`src/rtl/bitwise_op_arbiter_if.sv`:
```
// rtl/bitwise_op_arbiter_if.sv - request/response handshake bundle for bitwise_op_arbiter
interface bitwise_op_arbiter_if #(
  parameter int NBITS = 4
);
  logic             req0_val;
  logic             req0_rdy;
  logic [1:0]       req0_op;
  logic [NBITS-1:0] req0_in0;
  logic [NBITS-1:0] req0_in1;

  logic             req1_val;
  logic             req1_rdy;
  logic [1:0]       req1_op;
  logic [NBITS-1:0] req1_in0;
  logic [NBITS-1:0] req1_in1;

  logic             resp_val;
  logic             resp_rdy;
  logic             resp_id;
  logic [NBITS-1:0] resp_out;

  // Client side: issues requests, consumes responses
  modport master (
    output req0_val, req0_op, req0_in0, req0_in1,
    input  req0_rdy,
    output req1_val, req1_op, req1_in0, req1_in1,
    input  req1_rdy,
    input  resp_val, resp_id, resp_out,
    output resp_rdy
  );

  // Arbiter side
  modport slave (
    input  req0_val, req0_op, req0_in0, req0_in1,
    output req0_rdy,
    input  req1_val, req1_op, req1_in0, req1_in1,
    output req1_rdy,
    output resp_val, resp_id, resp_out,
    input  resp_rdy
  );
endinterface

```
`src/rtl/bitwise_op_arbiter.sv`:
```
// rtl/bitwise_op_arbiter.sv - two-port round-robin arbiter sharing one bitwise unit (optional BITWISE_OP_ARBITER_STATS_EN)
module bitwise_op_arbiter #(
  parameter int NBITS = 4
) (
  input  logic                clk,
  input  logic                reset,
  bitwise_op_arbiter_if.slave bus
`ifdef BITWISE_OP_ARBITER_STATS_EN
  ,
  output logic [7:0]          grant_cnt0,
  output logic [7:0]          grant_cnt1
`endif
);

  typedef enum logic {
    ST_EMPTY = 1'b0,
    ST_FULL  = 1'b1
  } state_t;

  state_t           r_state;
  logic             r_prio;
  logic             r_resp_val;
  logic             r_resp_id;
  logic [NBITS-1:0] r_resp_out;

  logic             w_can_accept;
  logic             w_grant0;
  logic             w_grant1;
  logic             w_xfer0;
  logic             w_xfer1;
  logic             w_xfer;
  logic             w_sel_id;
  logic [1:0]       w_op;
  logic [NBITS-1:0] w_a;
  logic [NBITS-1:0] w_b;
  logic [NBITS-1:0] w_result;

  function automatic logic [NBITS-1:0] f_apply(
    input logic [1:0]       op,
    input logic [NBITS-1:0] a,
    input logic [NBITS-1:0] b
  );
    logic [NBITS-1:0] y;
    case (op)
      2'b00:   y = a & b;
      2'b01:   y = ~(a & b);
      2'b10:   y = a | b;
      default: y = ~(a | b);
    endcase
    return y;
  endfunction

  // The buffer can take a new result when empty, or when it is being drained this cycle
  assign w_can_accept = (r_state == ST_EMPTY) | (r_resp_val & bus.resp_rdy);

  // A lone requester always wins; on a tie the pointer decides
  assign w_grant0 = bus.req0_val & (~bus.req1_val | ~r_prio);
  assign w_grant1 = bus.req1_val & (~bus.req0_val |  r_prio);

  assign bus.req0_rdy = w_can_accept & w_grant0;
  assign bus.req1_rdy = w_can_accept & w_grant1;

  assign w_xfer0  = bus.req0_val & bus.req0_rdy;
  assign w_xfer1  = bus.req1_val & bus.req1_rdy;
  assign w_xfer   = w_xfer0 | w_xfer1;
  assign w_sel_id = w_xfer1;

  assign w_op     = w_sel_id ? bus.req1_op  : bus.req0_op;
  assign w_a      = w_sel_id ? bus.req1_in0 : bus.req0_in0;
  assign w_b      = w_sel_id ? bus.req1_in1 : bus.req0_in1;
  assign w_result = f_apply(w_op, w_a, w_b);

  assign bus.resp_val = r_resp_val;
  assign bus.resp_id  = r_resp_id;
  assign bus.resp_out = r_resp_out;

  // Buffer FSM: load on transfer, drain on consumer accept, hold otherwise
  always_ff @(posedge clk or negedge reset) begin
    if (!reset) begin
      r_state    <= ST_EMPTY;
      r_resp_val <= 1'b0;
      r_resp_id  <= 1'b0;
      r_resp_out <= '0;
      r_prio     <= 1'b0;
    end else begin
      if (w_xfer) begin
        r_state    <= ST_FULL;
        r_resp_val <= 1'b1;
        r_resp_id  <= w_sel_id;
        r_resp_out <= w_result;
        r_prio     <= ~w_sel_id;
      end else begin
        case (r_state)
          ST_FULL: begin
            if (bus.resp_rdy) begin
              r_state    <= ST_EMPTY;
              r_resp_val <= 1'b0;
            end
          end
          default: begin
            r_state    <= ST_EMPTY;
            r_resp_val <= 1'b0;
          end
        endcase
      end
    end
  end

`ifdef BITWISE_OP_ARBITER_STATS_EN
  logic [7:0] r_cnt0;
  logic [7:0] r_cnt1;

  // Per-port transfer counters, saturating at all-ones
  always_ff @(posedge clk or negedge reset) begin
    if (!reset) begin
      r_cnt0 <= 8'h00;
      r_cnt1 <= 8'h00;
    end else begin
      if (w_xfer0 && (r_cnt0 != 8'hFF)) r_cnt0 <= r_cnt0 + 8'd1;
      if (w_xfer1 && (r_cnt1 != 8'hFF)) r_cnt1 <= r_cnt1 + 8'd1;
    end
  end

  assign grant_cnt0 = r_cnt0;
  assign grant_cnt1 = r_cnt1;
`endif

endmodule

```
`src/flat_wrapper.sv`:
```
// flat-port wrapper written by rule: the top's interface ports become plain ports
module bitwise_op_arbiter_flat 
#(
  parameter int NBITS = 4
)
  (clk, reset, bus_req0_val, bus_req0_op, bus_req0_in0, bus_req0_in1, bus_req0_rdy, bus_req1_val, bus_req1_op, bus_req1_in0, bus_req1_in1, bus_req1_rdy, bus_resp_val, bus_resp_id, bus_resp_out, bus_resp_rdy);
  bitwise_op_arbiter_if #(.NBITS(NBITS)) bus_i ();
  input  logic clk;
  input  logic reset;
  input wire logic [$bits(bus_i.req0_val)-1:0] bus_req0_val;
  input wire logic [$bits(bus_i.req0_op)-1:0] bus_req0_op;
  input wire logic [$bits(bus_i.req0_in0)-1:0] bus_req0_in0;
  input wire logic [$bits(bus_i.req0_in1)-1:0] bus_req0_in1;
  output wire logic [$bits(bus_i.req0_rdy)-1:0] bus_req0_rdy;
  input wire logic [$bits(bus_i.req1_val)-1:0] bus_req1_val;
  input wire logic [$bits(bus_i.req1_op)-1:0] bus_req1_op;
  input wire logic [$bits(bus_i.req1_in0)-1:0] bus_req1_in0;
  input wire logic [$bits(bus_i.req1_in1)-1:0] bus_req1_in1;
  output wire logic [$bits(bus_i.req1_rdy)-1:0] bus_req1_rdy;
  output wire logic [$bits(bus_i.resp_val)-1:0] bus_resp_val;
  output wire logic [$bits(bus_i.resp_id)-1:0] bus_resp_id;
  output wire logic [$bits(bus_i.resp_out)-1:0] bus_resp_out;
  input wire logic [$bits(bus_i.resp_rdy)-1:0] bus_resp_rdy;
  assign bus_i.req0_val = bus_req0_val;
  assign bus_i.req0_op = bus_req0_op;
  assign bus_i.req0_in0 = bus_req0_in0;
  assign bus_i.req0_in1 = bus_req0_in1;
  assign bus_req0_rdy = bus_i.req0_rdy;
  assign bus_i.req1_val = bus_req1_val;
  assign bus_i.req1_op = bus_req1_op;
  assign bus_i.req1_in0 = bus_req1_in0;
  assign bus_i.req1_in1 = bus_req1_in1;
  assign bus_req1_rdy = bus_i.req1_rdy;
  assign bus_resp_val = bus_i.resp_val;
  assign bus_resp_id = bus_i.resp_id;
  assign bus_resp_out = bus_i.resp_out;
  assign bus_i.resp_rdy = bus_resp_rdy;
  bitwise_op_arbiter #(.NBITS(NBITS)) u_core (.clk(clk), .reset(reset), .bus(bus_i));
endmodule
```
`config.mk`:
```
export PLATFORM = sky130hd
export DESIGN_NAME = bitwise_op_arbiter_flat
export DESIGN_NICKNAME = d
export VERILOG_FILES = /design/src/rtl/bitwise_op_arbiter_if.sv /design/src/rtl/bitwise_op_arbiter.sv /design/src/flat_wrapper.sv
export SDC_FILE = /design/constraint.sdc
export NUM_CORES = 1
export LEC_CHECK = 0
export BUFFER_PORTS_ARGS = -buffer_cell sky130_fd_sc_hd__buf_4
export CORE_MARGIN = 2
export CORE_UTILIZATION = 40
export DETAILED_ROUTE_END_ITERATION = 10
export GPL_ROUTABILITY_DRIVEN = 0
export PLACE_DENSITY = 0.75
export SLEW_MARGIN = 10
export SYNTH_ARGS = -nofsm -noshare
export SYNTH_HDL_FRONTEND = slang
export SYNTH_SLANG_ARGS = --single-unit
```
`constraint.sdc`:
```
create_clock -name clk -period 1.9 [get_ports clk]
set_input_delay 0.19 -clock clk [delete_from_list [all_inputs] [get_ports clk]]
set_output_delay 0.19 -clock clk [all_outputs]
set_load 0.03 [all_outputs]
```
* Word level (Yosys, flattened, before mapping)
Cells that the tools add are included.
** Storage, ports and cells
- Word-level logic and storage cells :: 39
- Register bits after elaboration :: 8
** Cells by class
- Eq/ne operators :: 3
- Mux-type cells :: 10
- Bitwise logic cells :: 20
- Reduce and logical (&&, ||, !) cells :: 1
** Operators with widths (number)
- $pmux W4 S3 :: 1
- $mux W4 :: 2
- $not A4 Y4 :: 2
- $and A1 B1 Y1 :: 7
- $mux W1 :: 6
- $not A1 Y1 :: 5
- $and A4 B4 Y4 :: 1
- $or A1 B1 Y1 :: 4
- $or A4 B4 Y4 :: 1
- $ne A3 B3 Y1 const B :: 1
- $eq A2 B1 Y1 const B :: 1
- $eq A2 B2 Y1 const B :: 1
- $logic_not A2 Y1 :: 1
- $mux W2 :: 1

* Depth between registers and ports, before layout
- Depth in word-level cells :: 9
- Depth in mapped cells :: 6

* Worst setup path before layout
No wires, ideal clock.
- Path kind :: register to register
- Start :: register u_core.r_resp_val, in the netlist u_core.bus.resp_val
- End :: register u_core.r_resp_id, in the netlist u_core.bus.resp_id
- Setup slack :: 267 ps
- Cell stages (with the launch flop) :: 7
- Arrival time :: 1502 ps
- Path buffers :: 1
- Required time :: 1769 ps
- Cell sequence :: dfrtp_1 a21bo_4 and3_4 buf_6 nand2b_4 inv_1 nor2_1
** Between the ends
- Longest elaborated chain between the ends :: 5
- Elaborated cells on any way between the ends :: 7
** Ends and longest elaborated chain
- start, declared :: line bitwise_op_arbiter.sv:22 : logic r_resp_val;
- start signal, assigned :: line bitwise_op_arbiter.sv:81 : r_resp_val <= 1'b0;
- start signal, assigned :: line bitwise_op_arbiter.sv:88 : r_resp_val <= 1'b1;
- start signal, assigned :: line bitwise_op_arbiter.sv:97 : r_resp_val <= 1'b0;
- $and A1 B1 Y1 (*) :: line bitwise_op_arbiter.sv:54 : assign w_can_accept = (r_state == ST_EMPTY) | (r_resp_val & bus.resp_rdy);
- $or A1 B1 Y1 (*) :: line bitwise_op_arbiter.sv:54
- $and A1 B1 Y1 (*) :: line bitwise_op_arbiter.sv:61 : assign bus.req1_rdy = w_can_accept & w_grant1;
- via bus_req1_rdy :: line flat_wrapper.sv:19 : output wire logic [$bits(bus_i.req1_rdy)-1:0] bus_req1_rdy;
- $and A1 B1 Y1 (*) :: line bitwise_op_arbiter.sv:64 : assign w_xfer1 = bus.req1_val & bus.req1_rdy;
- $or A1 B1 Y1 :: line bitwise_op_arbiter.sv:65 : assign w_xfer = w_xfer0 | w_xfer1;
- end signal, assigned :: line bitwise_op_arbiter.sv:89 : r_resp_id <= w_sel_id;
- end, declared :: line bitwise_op_arbiter.sv:23 : logic r_resp_id;
Mark *: on every way through the listed nets, which the timed path passes. The rest lies on a longest branch.
A chain may end at the register's enable or synchronous reset.

* Final worst setup path
- Start :: register u_core.r_resp_val, in the netlist u_core.bus.resp_val
- End :: output bus_req0_rdy
** Between the ends
- Longest elaborated chain between the ends :: 3
** Ends and longest elaborated chain
- $and A1 B1 Y1 :: line bitwise_op_arbiter.sv:54
- $or A1 B1 Y1 :: line bitwise_op_arbiter.sv:54
- $and A1 B1 Y1 :: line bitwise_op_arbiter.sv:60 : assign bus.req0_rdy = w_can_accept & w_grant0;
- end, declared :: line flat_wrapper.sv:14 : output wire logic [$bits(bus_i.req0_rdy)-1:0] bus_req0_rdy;
Every way passes these cells.

==> summary.txt <==
Outcome
  • Outcome: completed

GRT
  • All-Layer GR Usage: 15.22%
  • M1 GR Usage: 14.77%
  • Largest net degree at the start of global routing: 9
  • First-pass GRT wire length: 1.566 mm
  • GR peak layer: met2
  • Grt ovf: 0
  • Antenna violations before repair: 0
  • Met3 Use GR: 3.889%
  • Met2 usage: 25.40%
  • Vias in the first global route: 448

Critical path
  • Required @ worst endpoint: 1.71 ns
  • CP max FO: 7
  • Worst r2r src: u_core.bus.resp_val
  • WP data arrival: 1.46 ns
  • CP Capture Point: bus_req0_rdy
  • Kind of critical path: reg -> out
  • Worst r2r dst: u_core.bus.resp_out[2]
  • Startpoint Class: register
  • CP endpoint kind: output pin
  • Crit path from: u_core.bus.resp_val
  • Worst R2R Path Depth: 4
  • R2R Setup Slk: 0.58 ns

Clock tree
  • Postcts setup bufs: 0
  • Worst-path clk slew: 0.05 ns
  • Sinks on Clock Net: 8
  • CTS Buf Count: 3
  • CTS H-tree lvls: 1
  • Root buf cell: clkbuf_4
  • CTS max path bufs: 2
  • Post_cts resized: 0
  • CTS tree: done
  • Worst skew pair latency: 0.25 ns

STA
  • Unrepaired setup endpoints after global routing: no
  • Max-slew headroom: 85.86%
  • Final min period: 1.653 ns
  • Tcrit/Tclk final: 86.98%
  • Final Setup Violations: 0
  • Worst-margin pin slew: 0.2121 ns
  • Final Max Tran Viols: 0
  • TNS Setup: 0 ns
  • Max Clk Rate: 605.1 MHz
  • Final Hold Fails: 0
  • Fin worst setup slack: 0.2473 ns
  • Skew final: 0.003153 ns

Routing
  • 1st-iter DRT viols: 3
  • Average via count per standard cell: 4.908
  • DRT antenna net count: 0
  • Routed WL per cell: 10.09 um
  • Residual DRC count: 0
  • Via count: 481
  • Final WL: 989 um
  • Pre-Repair DR Iteration Count: 4

Yosys
  • Post-Syn Instances: 49
  • Register bit count reported by yosys: 8
  • Syn Std Cell Area: 534.3 um2
  • Area leader, netlist: dfrtp_1
  • Top cell type's share of synthesized area: 37.47%
  • Synth Warn #: 0
  • Synth unique cells: 17
  • Sequential-to-total area share from yosys stat: 37.47%
  • Syn_area_per_cell: 10.90 um2
  • Syn_nets: 74
  • Largest cells by area after synthesis: dfrtp_1, maj3_1, o221a_1

Floorplanning
  • I/O Pins: 33
  • Die X: 40.55 um
  • Die H: 40.55 um
  • FP Rows: 13
  • Initial core utilization: 42.11%
  • Core Region: 1269 um2
  • Die ar.: 1644 um2

Placement
  • IO Port Bufs: 32
  • Placed cells: 94
  • Hpwl dp: 884.9 um
  • Dpl ws: 0.5025 ns

Pwr
  • Seq pwr share: 31.2%
  • Net Sw Frac: 39.91%
  • Net Sw Power: 0.0003822 W
  • Pwr dens: 1181 nW/um2
  • Part of the power in the clock network: 12.7%
  • Leak pwr: 0.3766 nW
  • Combinational share of power: 56.0%
  • Internal power: 0.0005755 W
  • Max VDD drop: 419.3 uV

Flow run
  • MaxCap Viol Count: 0

Finish
  • N_diodes: 0
  • Share of cells above drive strength 1: 46.99%
  • Final non-filler cell total: 98
  • Filler cells: 116
  • Area growth syn-to-layout: 51.76%
  • Fin nets: 110
  • Register Area: 200.2 um2
  • Multi-input gate area: 311.5 um2

Min path
  • Hold WC Path Type: in -> reg
## sequential cells by signal (all words and copies together) (netlist names)
name and cells:
u_core.r_state 1, u_core.bus.resp_out 4, u_core.r_prio 1, u_core.bus.resp_id 1, u_core.bus.resp_val 1
## critical path, stage by stage, from the launching register on
cell and delay, ns:
dfrtp_1 0.39, a21bo_4 0.24, and3_4 0.19, nand2b_4 0.16, inv_1 0.08, buf_4 0.16
## how the worst min path moves through the flow
stage,slack (ns),depth (start not counted),startpoint,end
floorplan,-0.11,0,reset,u_core.bus.resp_id
global placement,0.01,1,reset,u_core.bus.resp_id
detailed placement,0.01,1,reset,u_core.bus.resp_out[0]
CTS,0.15,2,bus_resp_rdy,u_core.r_state
global route,0.14,2,bus_resp_rdy,u_core.r_state
finish,0.15,2,bus_resp_rdy,u_core.r_state
## metal layers
| layer | share of wire [%] | wire, um | vias to the layer above |
|---|---|---|---|
| met5 | 0 | 0 | - |
| met4 | 4.1 | 41 | 0 |
| met3 | 15 | 144 | 5 |
| met2 | 44 | 436 | 34 |
| met1 | 37 | 366 | 201 |
| li1 | - | - | 241 |
## power by group through the flow
stage	Combinational [W]	Clock (W)	Sequential (W)
after floorplan	0.000233	0	0.000421
after global placement	0.000538	0	0.000303
after detailed placement	0.000542	0	0.000304
after CTS	0.000544	0.000125	0.000301
after global routing	0.000581	0.000142	0.000312
final	0.000537	0.000122	0.000299
## Yosys cell counts
library cell / instances
xnor2_1: 4
inv_1: 2
xor2_1: 4
o21a_1: 1
a21bo_4: 1
o21ai_0: 2
buf_1: 1
nand3b_1: 1
o221a_1: 4
nand2b_4: 2
nand2_1: 5
maj3_1: 8
buf_6: 1
dfrtp_1: 8
nor2_1: 2
and3_4: 1
a21oi_1: 2
## area by class of cell
class	instances	area share, %
Clock buffer	3	2.778
Inverter	2	0.9259
Multi-Input combinational cell	37	38.43
Sequential cell	8	24.69
Tap cell	15	2.315
Timing Repair Buffer	33	30.86
## logic make-up (layout without fill, tap and decap cells)
logic type	after synthesis	count (layout)	share of synthesized area (%)
DFF	8	8	37.47
adders and majority gates	8	8	14.99
buffers and inverters	4	38	4.215
and+or+nand+nor	11	11	13.59
AOI/OAI and AO/OA	10	10	16.63
xor gates and xnor gates	8	8	13.11
## stage by stage
| stage | power (W) | utilization (%) | cell area [um2] | hold WS, ns |
|---|---|---|---|---|
| floorplan | 0.0006542 | - | 534.3 | -0.1056 |
| global placement | 0.0008418 | 61.34 | 778.2 | 0.01065 |
| detailed placement | 0.0008454 | 61.34 | 778.2 | 0.009824 |
| CTS | 0.0009695 | 63.91 | 810.8 | 0.1546 |
| global route | 0.001035 | 63.91 | 810.8 | 0.1392 |
| finish | 0.0009576 | 63.91 | 810.8 | 0.1508 |
## cell usage in the layout, fill, tap and decap left out, drive strengths merged
cell type	n
a21bo	1
a21oi	2
and3	1
buf	32
clkbuf	3
dfrtp	8
dlygate4sd3	1
inv	2
maj3	8
nand2	5
nand2b	2
nand3b	1
nor2	2
o21a	1
o21ai	2
o221a	4
xnor2	4
xor2	4
## what timing repair did
| action | CTS | global route |
|---|---|---|
| hold endpoints to repair | 8 | 0 |
| hold buffers | 1 | 0 |
| endpoints found under the setup margin | 0 | 0 |
(Power assumes the default switching activity.)
